`src/rtl/clock_div_multi.sv`:
```
`default_nettype none
// ============================================================================
// Module : clock_div_multi
// Brief  : Multi-channel runtime-programmable clock divider / tick generator.
//          Optional macro CLKDIV_CASCADE_EN chains channel k to channel k-1.
// Rev    : 1.0
// ============================================================================
module clock_div_multi #(
  parameter int NUM_CH = 2,
  parameter int CNT_W  = 32
) (
  input  logic                      clk_in,
  input  logic                      resetn_i,
  input  logic [NUM_CH-1:0]         en_i,
  input  logic [NUM_CH-1:0]         mode_i,
  input  logic [NUM_CH*CNT_W-1:0]   div_i,
  input  logic                      sync_i,
`ifdef CLKDIV_CASCADE_EN
  input  logic [NUM_CH-1:0]         cascade_i,
`endif
  output logic [NUM_CH-1:0]         clk_o,
  output logic [NUM_CH-1:0]         tick_o
);

  // Per-channel advance qualifier: 1 = count this cycle.
  logic [NUM_CH-1:0] adv;

`ifdef CLKDIV_CASCADE_EN
  assign adv[0] = 1'b1;
  if (NUM_CH > 1) begin : g_casc
    assign adv[NUM_CH-1:1] = ~cascade_i[NUM_CH-1:1] | tick_o[NUM_CH-2:0];
  end
  wire unused_casc0 = cascade_i[0];
`else
  assign adv = '1;
`endif

  for (genvar k = 0; k < NUM_CH; k++) begin : g_ch
    logic [CNT_W-1:0] cnt_q, cnt_d;
    logic [CNT_W-1:0] div_sh_q, div_sh_d;
    logic [CNT_W-1:0] div_raw, div_eff;
    logic             mode_sh_q, mode_sh_d;
    logic             en_q, en_d;
    logic             run_q, run_d;
    logic             clk_q, clk_d;
    logic             tick_q, tick_d;
    logic             load;

    assign div_raw = div_i[k*CNT_W +: CNT_W];
    assign div_eff = (div_raw == '0) ? CNT_W'(1) : div_raw;
    assign load    = en_i[k] & (~en_q | sync_i);

    // run_q keeps a channel idle after reset until a genuine enable edge,
    // even if en_i is already high when reset releases.
    always_comb begin
      cnt_d     = cnt_q;
      div_sh_d  = div_sh_q;
      mode_sh_d = mode_sh_q;
      clk_d     = clk_q;
      tick_d    = 1'b0;
      run_d     = run_q;
      en_d      = en_i[k];
      if (!en_i[k]) begin
        cnt_d = '0;
        clk_d = 1'b0;
        run_d = 1'b0;
      end else if (load) begin
        cnt_d     = '0;
        div_sh_d  = div_eff;
        mode_sh_d = mode_i[k];
        clk_d     = 1'b0;
        run_d     = 1'b1;
      end else if (!run_q) begin
        cnt_d = '0;
        clk_d = 1'b0;
      end else if (adv[k]) begin
        if (cnt_q == div_sh_q - CNT_W'(1)) begin
          // Output follows the mode of the period just finished.
          cnt_d     = '0;
          tick_d    = 1'b1;
          div_sh_d  = div_eff;
          mode_sh_d = mode_i[k];
          clk_d     = mode_sh_q ? 1'b1 : ~clk_q;
        end else begin
          cnt_d = cnt_q + CNT_W'(1);
          if (mode_sh_q) clk_d = 1'b0;
        end
      end else if (mode_sh_q) begin
        clk_d = 1'b0;
      end
    end

    always_ff @(posedge clk_in or negedge resetn_i) begin
      if (!resetn_i) begin
        cnt_q     <= '0;
        div_sh_q  <= CNT_W'(1);
        mode_sh_q <= 1'b0;
        en_q      <= 1'b1;
        run_q     <= 1'b0;
        clk_q     <= 1'b0;
        tick_q    <= 1'b0;
      end else begin
        cnt_q     <= cnt_d;
        div_sh_q  <= div_sh_d;
        mode_sh_q <= mode_sh_d;
        en_q      <= en_d;
        run_q     <= run_d;
        clk_q     <= clk_d;
        tick_q    <= tick_d;
      end
    end

    assign clk_o[k]  = clk_q;
    assign tick_o[k] = tick_q;
  end

endmodule
`default_nettype wire

```
`config.mk`:
```
export PLATFORM = sky130hd
export DESIGN_NAME = clock_div_multi
export DESIGN_NICKNAME = d
export VERILOG_FILES = /design/src/rtl/clock_div_multi.sv
export SDC_FILE = /design/constraint.sdc
export NUM_CORES = 1
export LEC_CHECK = 0
export CAP_MARGIN = 20
export CORE_MARGIN = 10
export CORE_UTILIZATION = 50
export CTS_CLUSTER_DIAMETER = 120
export DETAILED_ROUTE_END_ITERATION = 8
export PLACE_DENSITY = 0.72
export SYNTH_ARGS = -nofsm -noshare
export SYNTH_HDL_FRONTEND = slang
export SYNTH_SLANG_ARGS = --single-unit
```
`constraint.sdc`:
```
create_clock -name clk_in -period 4.3 [get_ports clk_in]
set_input_delay 1.075 -clock clk_in [delete_from_list [all_inputs] [get_ports clk_in]]
set_output_delay 1.075 -clock clk_in [all_outputs]
set_load 0.02 [all_outputs]
```
**Word-level counts from Yosys, hierarchy flattened**

Index checks and enable logic that the tools add are counted.

- Input bits: 71
- Register bits: 138
- Output and inout bits: 4
- Logic and storage cells: 86

- Reduce and logical (&&, ||, !) cells: 8
- Equal/unequal tests: 6
- Add/sub/neg operators: 4
- Bitwise gates (word level): 8
- Mux-type cells: 46

Operators by type and width:

| kind | count |
|---|---|
| $mux 32 | 16 |
| $add 32x1->32 const B | 2 |
| $eq 32x32->1 | 2 |
| $logic_not 32->1 | 2 |
| $sub 32x1->32 const B | 2 |
| $mux 1 | 30 |
| $ne 5x3->1 const B | 2 |
| $reduce_bool 2->1 | 4 |
| $reduce_and 3->1 | 2 |
| $ne 2x1->1 const B | 2 |
| $not 1->1 | 4 |
| $and 1x1->1 | 2 |
| $or 1x1->1 | 2 |

**Logic depth before layout (Yosys ltp)**

Gate-level depths: netlist (run 1).

- Depth in word-level cells: 6
- Depth in mapped cells: 13
- Depth with buffers taken out: 10

**Worst setup path after synthesis (run 1)**

OpenSTA, ideal clock, no wires.

- Path kind: register to register
- Start: register g_ch[0].div_sh_q[3]
- End: register g_ch[0].div_sh_q[24]
- Buffers on the path: 2
- Arrival: 3.332 ns
- Stages on the path, launching flop included: 11
- Clock period less this slack: 3.460 ns
- Required time: 4.172 ns
- Setup slack: 0.840 ns
- Setup time: 0.128 ns
- Path through: dfrtp_1 clkbuf_1 nor4_2 nand4_1 or3_1 or3b_1 a31o_1 a211o_1 o41ai_4 buf_4 mux2_1

- Longest elaborated chain between the ends: 4

RTL lines:

| what | line | source |
|---|---|---|
| from (decl) | 40 | `logic [CNT_W-1:0] div_sh_q, div_sh_d;` |
| from (signal assigned) | 104 | `div_sh_q <= div_sh_d;` |
| $sub 32x1->32 | 77 | `if (cnt_q == div_sh_q - CNT_W'(1)) begin` |
| $eq 32x32->1 | 77 |  |
| $reduce_bool 2->1 (no source line) | -- |  |
| $reduce_and 3->1 (no source line) | -- |  |

No other way between the ends.
A chain may end at the register's enable or synchronous reset.

**Final worst setup path (run 1)**

- Start: register g_ch[1].div_sh_q[3]
- End: register g_ch[1].div_sh_q[8]

- Longest elaborated chain between the ends: 4

RTL lines:

| what | line |
|---|---|
| from (decl) | 40 |
| from (signal assigned) | 104 |
| $sub 32x1->32 | 77 |
| $eq 32x32->1 | 77 |
| $reduce_bool 2->1 (no source line) | -- |
| $reduce_and 3->1 (no source line) | -- |

No other way between the ends.

==> results of run 1 <==
-- worst max-delay path, cell delays in order (launching register included) --
cell and delay (ps):
dfrtp_1 450, nor4_2 630, nand4_1 380, a2111o_1 470, a221oi_1 310, nand4_1 160
or4b_2 710, buf_4 290, a311o_1 390
-- cells by family after synthesis --
kind of cell,Yosys count,share of synthesized area (%)
buffers and inverters,106,4.68
AND/OR/NAND/NOR,535,29.7
adder cells (fa/ha/maj),4,0.537
flip-flops,138,37.1
multiplexers,38,4.55
AO/OA/AOI/OAI,147,11.1
XOR/XNOR,132,12.4
-- stage by stage --
step / cells / instance area [sq um]
2_1_floorplan: 1100 / 9320
4_1_cts: 1376 / 10800
5_1_grt: 1376 / 10800
6_report: 1376 / 10800
3_5_place_dp: 1345 / 10200
3_3_place_gp: 1345 / 10200
-- power groups by stage --
| stage | Combinational, mW | Clock (mW) | Sequential [mW] |
|---|---|---|---|
| 5_1_grt | 0.699 | 1.58 | 1.60 |
| 3_3_place_gp | 0.610 | 0 | 1.59 |
| 3_5_place_dp | 0.623 | 0 | 1.60 |
| 4_1_cts | 0.627 | 1.52 | 1.57 |
| 6_report | 0.627 | 1.50 | 1.58 |
| 2_1_floorplan | 0.478 | 0 | 1.50 |
-- synth_stat cells, types with 5 or more instances --
cell type  count
a2111oi_0      5
o21ai_0       20
or3_1         14
nor4_1        38
dfrtp_1      134
nand3b_1      27
o211ai_1      27
and3_1         8
buf_4          7
a21oi_1       39
xnor2_1       79
or4_1          9
and4_1         5
buf_2          9
nor4b_1        5
nor3_1        42
a31oi_1       12
or4b_1         5
nand2b_1       8
nand2_1      104
a311o_1       11
nor2_1       128
nand3_1       82
nand4_1       24
mux2_1        32
inv_1         25
buf_1          6
clkbuf_1      56
nor2b_1        9
xor2_1        53
or2_2          5
-- layer usage --
layer,vias to the layer above,global-route usage (%),part of all wire (%)
met2,264,33.0,49
met1,3969,26.4,44
met5,-,0,0
met3,43,3.84,5.1
li1,3990,-,-
met4,0,6.47,2.0
-- worst max-delay path by stage --
stage | slack (ps) | depth (start not counted) | from | to
after global routing | 200 | 8 | g_ch[1].div_sh_q[3] | g_ch[1].div_sh_q[9]
after detailed placement | 430 | 8 | g_ch[1].div_sh_q[3] | g_ch[1].div_sh_q[8]
final | 380 | 8 | g_ch[1].div_sh_q[3] | g_ch[1].div_sh_q[8]
after CTS | 410 | 8 | g_ch[1].div_sh_q[3] | g_ch[1].div_sh_q[8]
after global placement | 580 | 8 | g_ch[1].div_sh_q[3] | g_ch[1].div_sh_q[3]
after floorplan | 840 | 10 | g_ch[0].div_sh_q[3] | g_ch[0].div_sh_q[24]
-- sequential cells by signal, indices dropped and copies added (netlist names) --
name	flops
g_ch.clk_q	2
g_ch.cnt_q	64
g_ch.div_sh_q	64
g_ch.en_q	2
g_ch.mode_sh_q	2
g_ch.run_q	2
g_ch.tick_q	2
-- cell type report --
cell class              count  area [sq um]  share of cell area (%)
clock inverters            11           146                    1.36
multi-input cells         856          5440                    50.3
clock buffers              20           447                    4.14
inverters                  27           101                   0.938
repair buffers             95           925                    8.56
well taps                 229           287                    2.65
flip-flops and latches    138          3460                    32.0
==> impl_metrics.tcl, run 1 <==
set metrics [dict create \
    syn_area_sq_mm 0.00932 \
    hp-class "register to register" \
    finalClockSkew_ps 9.22 \
    tightest_slew_ps 1010 \
    postCtsSetupBuffers 0 \
    cp-start-kind "register" \
    grt_remaining_overflow 0 \
    grt_use_total_pct 20.2 \
    setup_slack_ps 376 \
    syn_nets 1175 \
    intPower_mw 2.62 \
    r2r_setup_slack_ps 380 \
    grt_max_degree 85 \
    p_sw_mw 1.08 \
    synth_top_area_cell "dfrtp_1" \
    routed_wl_mm 24.4 \
    critPathCaptureType "register" \
    hold_buffers 0 \
    synth_top_area_share_pct 36.0 \
    worst-setup-path-type "register to register" \
    drc 0 \
    ys_types 68 \
    nFillCells 1581 \
    async_flop_share_pct 100 \
    synth-edff-count 0 \
    layout_commonest_cell "dfrtp_1" \
    grt_pass1_vias 7934 \
    r2r_end "g_ch[1].div_sh_q[8]" \
    clockPowerShare_pct 40.5 \
    firstDrtPassIters 5 \
    r2r-start "g_ch[1].div_sh_q[3]" \
    whs_ps 500 \
    combPwrFrac_pct 16.9 \
    finalSetupViolCount 0 \
    maxSlewHeadroom_pct 32.5 \
    syn2layout_area_growth_pct 15.9 \
    antenna_found_initial 0 \
    hold_depth 1 \
    htree_num_levels 4 \
    final_cell_mix "dfrtp_1 (134), nor2_1 (128), nand2_1 (104)" \
    maxSlewViolCount 0 \
    drtAntennaViolNets 0 \
    r2r_cells 8 \
    drt_iter0_drc 560 \
    clock_path_buffers 2 \
    finalSetupTns_ps 0 \
    cts_tree "done" \
    p_leak_nw 3.96 \
    arrival_ps 4230 \
    yosysSeqAreaShare_pct 37.1 \
    dp_hpwl_mm 17.6 \
    worstPathMaxFanout 40 \
    cts_buffers 17 \
    synth_cells 1100 \
    finalHoldViolations 0 \
    num_vias 8266 \
    dieArea_sq_mm 0.0245 \
    totalPowerFinal_mw 3.71 \
    seq_power_share_pct 42.6 \
    synth_seq_cells 138 \
    place_ws_ps 433 \
    whs_endpoint "g_ch[0].mode_sh_q" \
    syn_area_per_cell_sq_um 8.47 \
    rsz0062_at_grt "false" \
    layout.nets 1210 \
    clock_sinks 138 \
    timing.final.crit_share_pct 91.3 \
    ys.flop_type "dfrtp_1" \
    drv_cap 0 \
    peakVddDrop_v 0.000231 \
    powerDensity_mw_per_mm2 343 \
    n_antenna_cell 0 \
    yosysWarnings 0 \
    via_per_inst 6.01 \
    hp-start "g_ch[0].mode_sh_q" \
    wl_per_cell_microns 17.7 \
    fin_crit_ps 3920 \
    cts_root_buf "clkbuf_16" \
    die_y_microns 157 \
    core-area_sq_mm 0.0181 \
    ctsResizeCount 0 \
    gp_congestion 0.901 \
    initial_core_util_pct 51.4 \
    p_sw_share_pct 29.2 \
    clk_latency_ps 420 \
    die_x_microns 157 \
    status "completed" \
    max_clock_freq_ghz 0.255 \
    drive_above_1_share_pct 6.45 \
    required_ps 4600 \
    floorplan.rows 49 \
    io-pin-count 75 \
    grt_pass1_wl_mm 40.9 \
    clkTransAtPathRegs_ps 60 \
    io_buffers 74 \
    synth_area_leaders "dfrtp_1 (36%), xnor2_1 (7.4%), nor2_1 (5.2%)" \
    final_util_pct 59.5 \
]
Power figures use the tool's default switching activity.
==> run 2: changes to the inputs <==
- CAP_MARGIN: 20 -> not set
- SETUP_SLACK_MARGIN: not set -> 0.3
==> run 2 against run 1 <==
  * Critical path depth grew 2
  * Sequential power is essentially flat
  * Power grew 0.12%
  * Die area is the same
  * Non-clock buffer count is the same
  * Hold slack is essentially flat
  * Largest power group unchanged
==> impl_metrics.tcl, run 2 (synthesis results as in run 1) <==
set metrics [dict create \
    peakVddDrop_v 0.000231 \
    cts_buffers 17 \
    postCtsSetupBuffers 0 \
    cp_cell_sequence "inv_1, ha_1, nor3b_1, and4_1, a211o_1, a2111oi_0, o2111ai_1, or4b_2, buf_4, a311o_1" \
    maxSlewHeadroom_pct 32.2 \
    multiInputGateArea_sq_mm 0.00545 \
    clock_path_buffers 2 \
    drt_iter0_drc 576 \
    firstDrtPassIters 6 \
    dpl_cell_area_sq_mm 0.0102 \
    p_sw_mw 1.09 \
    dieArea_sq_mm 0.0245 \
    gp_congestion 0.901 \
    finalClockSkew_ps 9.40 \
    nFillCells 1582 \
    max_clock_freq_ghz 0.265 \
    clkTransAtPathRegs_ps 60 \
    drc 0 \
    fin_cells 1376 \
    placed_cells 1345 \
    tightest_slew_ps 1020 \
    drtAntennaViolNets 0 \
    num_vias 8298 \
    status "completed" \
    finalSetupTns_ps 0 \
    grt_pass1_vias 7934 \
    worst-setup-path-type "register to register" \
    wl_per_cell_microns 17.7 \
    layout.nets 1210 \
    arrival_ps 4080 \
    antenna_found_initial 0 \
    fin_area_sq_mm 0.0108 \
    cp-start-kind "register" \
    via_per_inst 6.03 \
    seqCellArea_sq_mm 0.00346 \
    routed_wl_mm 24.4 \
    maxSlewViolCount 0 \
    slowest_stage "or4b_2" \
    finalSetupViolCount 0 \
    r2r_setup_slack_ps 520 \
    grt_use_total_pct 20.2 \
    htree_num_levels 4 \
    worstPathMaxFanout 40 \
    rsz0062_at_grt "false" \
    clockPowerShare_pct 40.5 \
    grt_remaining_overflow 0 \
    grt_max_degree 85 \
    place_ws_ps 433 \
    critPathCaptureType "register" \
    p_leak_nw 3.96 \
    cpPeakStageDelay_ps 680 \
    floorplan.rows 49 \
    required_ps 4610 \
    die_y_microns 157 \
    clk_latency_ps 420 \
    cts_tree "done" \
    clock_sinks 138 \
    finalHoldViolations 0 \
    hold_buffers 0 \
    setup_slack_ps 525 \
    n_antenna_cell 0 \
    die_x_microns 157 \
    crit_buf_inv 2 \
    initial_core_util_pct 51.4 \
    critPathTopFamily "compound AO/OA/AOI/OAI gates" \
    reg_top3 "g_ch.cnt_q: 64 flops, g_ch.div_sh_q: 64 flops" \
    drv_cap 0 \
    syn2layout_area_growth_pct 16.0 \
    core-area_sq_mm 0.0181 \
    final_cell_mix "dfrtp_1 (134), nor2_1 (128), nand2_1 (104)" \
    io_buffers 74 \
    io-pin-count 75 \
    timing.final.crit_share_pct 87.8 \
    combPwrFrac_pct 16.9 \
    intPower_mw 2.63 \
    p_sw_share_pct 29.3 \
    cts_root_buf "clkbuf_16" \
    dp_hpwl_mm 17.6 \
    seq_power_share_pct 42.6 \
    hp-class "register to register" \
    fin_crit_ps 3780 \
    layout_commonest_cell "dfrtp_1" \
    drive_above_1_share_pct 6.45 \
    powerDensity_mw_per_mm2 343 \
    grt_pass1_wl_mm 40.9 \
]
run 2: cell counts in the layout (fill, tap and decap cells not counted):
No cell type changed its count.
run 2: worst paths after layout:
path                                     start              endpoint  cells after the start
min in group asynchronous             resetn_i  g_ch[0].div_sh_q[22]                      1
max in group asynchronous             resetn_i   g_ch[1].div_sh_q[0]                      2
min                          g_ch[0].mode_sh_q     g_ch[0].mode_sh_q                      1
max reg2reg                g_ch[1].div_sh_q[0]   g_ch[1].div_sh_q[6]                     10
min reg2reg                  g_ch[0].mode_sh_q     g_ch[0].mode_sh_q                      1
max                        g_ch[1].div_sh_q[0]   g_ch[1].div_sh_q[6]                     10
run 2: layout make-up:
cell class                 instances  share of cell area, %
clock buffer                      20                   4.13
clock inverter                    11                   1.35
inverter                          27                  0.938
multi-input combinational        856                   50.4
sequential                       138                   32.0
tap                              229                   2.65
timing repair buffer              95                   8.55
run 2: routing by layer:
| layer | part of all wire, % | routed length [microns] | global-route usage [%] |
|---|---|---|---|
| met3 | 5.1 | 1240 | 3.84 |
| met5 | 0 | 0 | 0 |
| met4 | 2.1 | 503 | 6.47 |
| met2 | 48 | 11800 | 33.0 |
| met1 | 44 | 10800 | 26.4 |
run 2: worst reg2reg max path, delay by kind of cell (launching register included):
family	cells	cell delay (ps)
AO/OA/AOI/OAI	4	1320
adder cells (fa/ha/maj)	1	230
buffers and inverters	2	360
flip-flops	1	590
AND/OR/NAND/NOR	3	1160
run 2: per-stage QoR:
step                      util [%]  total power, mW  hold WS [ps]
after floorplan                  -             1.97           459
final                         59.6             3.71           500
after global placement        56.2             2.20           475
after CTS                     59.5             3.72           502
after detailed placement      56.2             2.22           482
after global routing          59.6             3.88           532
run 2: power by group through the flow:
stage	clock network, mW	registers [mW]	logic (mW)
floorplan	0	1.50	0.478
global placement	0	1.59	0.610
detailed placement	0	1.60	0.623
CTS	1.52	1.57	0.627
global route	1.58	1.60	0.699
finish	1.50	1.58	0.627
run 2: timing repair:
| action | in CTS | in global routing |
|---|---|---|
| endpoints found under the hold margin | 0 | 0 |
| gates resized for setup | 0 | 1 |
| endpoints found under the setup margin | 0 | 10 |
==> run 3: changes to the inputs <==
- clock period: 4.3 -> 3.5 ns (I/O delays scaled with it)
==> run 3 against run 2 <==
  * The flow now finishes with violations (setup timing)
  * Worst setup slack got worse by 600 ps
  * Die area unchanged
  * Final area rose by 19%
  * Global-route usage is 2.7 points higher
  * Power up 36%
  * Sequential power is 18% higher
  * First-iteration DRC count up 36%
  * Largest power group is now the clock network
  * Combinational power is 93% higher
==> impl_metrics.tcl, run 3 (synthesis results as in run 1) <==
set metrics [dict create \
    status "finished, violations left" \
    violations "setup timing" \
    grt_max_degree 61 \
    fin_crit_ps 3580 \
    cpPeakStageDelay_ps 430 \
    cts_tree "done" \
    p_leak_nw 4.82 \
    drive_above_1_share_pct 25.5 \
    place_ws_ps -18.9 \
    worstPathMaxFanout 5 \
    grt_remaining_overflow 0 \
    layout.nets 1308 \
    slowest_stage "or3_4" \
    antenna_found_initial 0 \
    dp_hpwl_mm 19.2 \
    cts_buffers 17 \
    cts_root_buf "clkbuf_16" \
    finalSetupViolCount 47 \
    io_buffers 74 \
    peakVddDrop_v 0.000284 \
    maxSlewHeadroom_pct 55.1 \
    grt_pass1_vias 8733 \
    nFillCells 1309 \
    syn2layout_area_growth_pct 37.9 \
    setup_slack_ps -79.9 \
    firstDrtPassIters 6 \
    n_antenna_cell 0 \
    dieArea_sq_mm 0.0245 \
    tightest_slew_ps 665 \
    via_per_inst 6.22 \
    drtAntennaViolNets 0 \
    arrival_ps 3890 \
    clockPowerShare_pct 39.0 \
    cp-start-kind "register" \
    reg_top3 "g_ch.cnt_q: 64 flops, g_ch.div_sh_q: 64 flops" \
    num_vias 9173 \
    drv_cap 0 \
    rsz0062_at_grt "true" \
    floorplan.rows 49 \
    seq_power_share_pct 37.0 \
    cp.depth 13 \
    die_x_microns 157 \
    clock_path_buffers 2 \
    clock_sinks 138 \
    io-pin-count 75 \
    final_cell_mix "dfrtp_1 (130), nand2_1 (104), buf_4 (86)" \
    p_sw_mw 1.50 \
    intPower_mw 3.55 \
    drt_iter0_drc 783 \
    clk_latency_ps 430 \
    gp_congestion 0.922 \
    maxSlewViolCount 0 \
    required_ps 3810 \
    crit_buf_inv 5 \
    routed_wl_mm 30.9 \
    grt_pass1_wl_mm 45.5 \
    grt_use_total_pct 22.9 \
    cp_cell_sequence "buf_4, nor3_4, nand4_1, or3_4, buf_6, mux2_2, a31o_1, a211o_1, o41ai_4, buf_4, buf_6, buf_12, mux2_4" \
    layout_commonest_cell "dfrtp_1" \
    finalClockSkew_ps 14.2 \
    whs_ps 419 \
    initial_core_util_pct 51.4 \
    drc 0 \
    r2r_cells 13 \
    combPwrFrac_pct 24.0 \
    clkTransAtPathRegs_ps 60 \
    worst-setup-path-type "register to register" \
    critPathCaptureType "register" \
    finalHoldViolations 0 \
    p_sw_share_pct 29.7 \
    core-area_sq_mm 0.0181 \
    critPathTopFamily "compound AO/OA/AOI/OAI gates" \
    wl_per_cell_microns 21.0 \
    max_clock_freq_ghz 0.279 \
    hold_buffers 0 \
    timing.final.crit_share_pct 102 \
    hp-class "input pin to asynchronous set/reset pin" \
    powerDensity_mw_per_mm2 393 \
    die_y_microns 157 \
    htree_num_levels 4 \
]
[run 3: cell types whose count changed in the layout (fill, tap and decap cells not counted), moves of 23 or more]
cell / before / now
nand3_2: 0 / 23
mux2_4: 0 / 32
nand3_1: 82 / 58
nor2_4: 0 / 51
nor2_1: 128 / 71
buf_4: 19 / 86
mux2_1: 32 / 0
[run 3: power groups by stage]
stage / clock [mW] / sequential (mW) / combinational [mW]
2_1_floorplan: 0 / 1.84 / 0.601
5_1_grt: 2.06 / 1.89 / 1.30
6_report: 1.97 / 1.87 / 1.21
4_1_cts: 1.99 / 1.86 / 1.10
3_5_place_dp: 0 / 1.90 / 0.967
3_3_place_gp: 0 / 1.89 / 0.954
[run 3: path summary, 6_finish.rpt]
| check | from | to | slack, ps |
|---|---|---|---|
| max reg2reg | g_ch[0].div_sh_q[1] | g_ch[0].div_sh_q[15] | -80 |
| max in group asynchronous | resetn_i | g_ch[0].div_sh_q[0] | 2300 |
| min | resetn_i | g_ch[0].cnt_q[31] | 420 |
| min in group clk_in | g_ch[0].run_q | g_ch[0].run_q | 500 |
| min reg2reg | g_ch[0].run_q | g_ch[0].run_q | 500 |
| max | g_ch[0].div_sh_q[1] | g_ch[0].div_sh_q[15] | -80 |
[run 3: routing by layer]
| layer | up-vias | global-route usage [%] | share of wire (%) |
|---|---|---|---|
| met5 | - | 0 | 0 |
| met4 | 0 | 10.2 | 4.7 |
| met3 | 97 | 4.14 | 5.4 |
| met2 | 355 | 38.9 | 50 |
| met1 | 4518 | 27.9 | 40 |
| li1 | 4203 | - | - |
[run 3: layout make-up]
type                            count  area [sq um]  share of cell area, %
Timing Repair Buffer              193          2060                   16.0
Inverter                           27           101                  0.789
Clock buffer                       20           457                   3.55
Clock inverter                     12           186                   1.45
Multi-Input combinational cell    856          6300                   49.0
Tap cell                          229           287                   2.23
Sequential cell                   138          3460                   26.9
[run 3: metrics by stage]
step                power, mW  cell area [sq um]  utilization (%)  setup TNS, ps  cells
floorplan                2.45               9400                -              0   1100
global placement         2.84              10700             59.0              0   1394
detailed placement       2.86              10700             59.0          -79.1   1394
CTS                      4.96              11900             65.6              0   1454
global route             5.26              12900             70.8          -4810   1475
finish                   5.05              12900             70.8          -1550   1475
[run 3: timing repair]
action,in CTS,in global routing
gates resized for setup,62,161
hold endpoints to repair,0,0
pin swaps,16,91
setup endpoints to repair,100,133
cloned,7,8
setup buffers,21,13
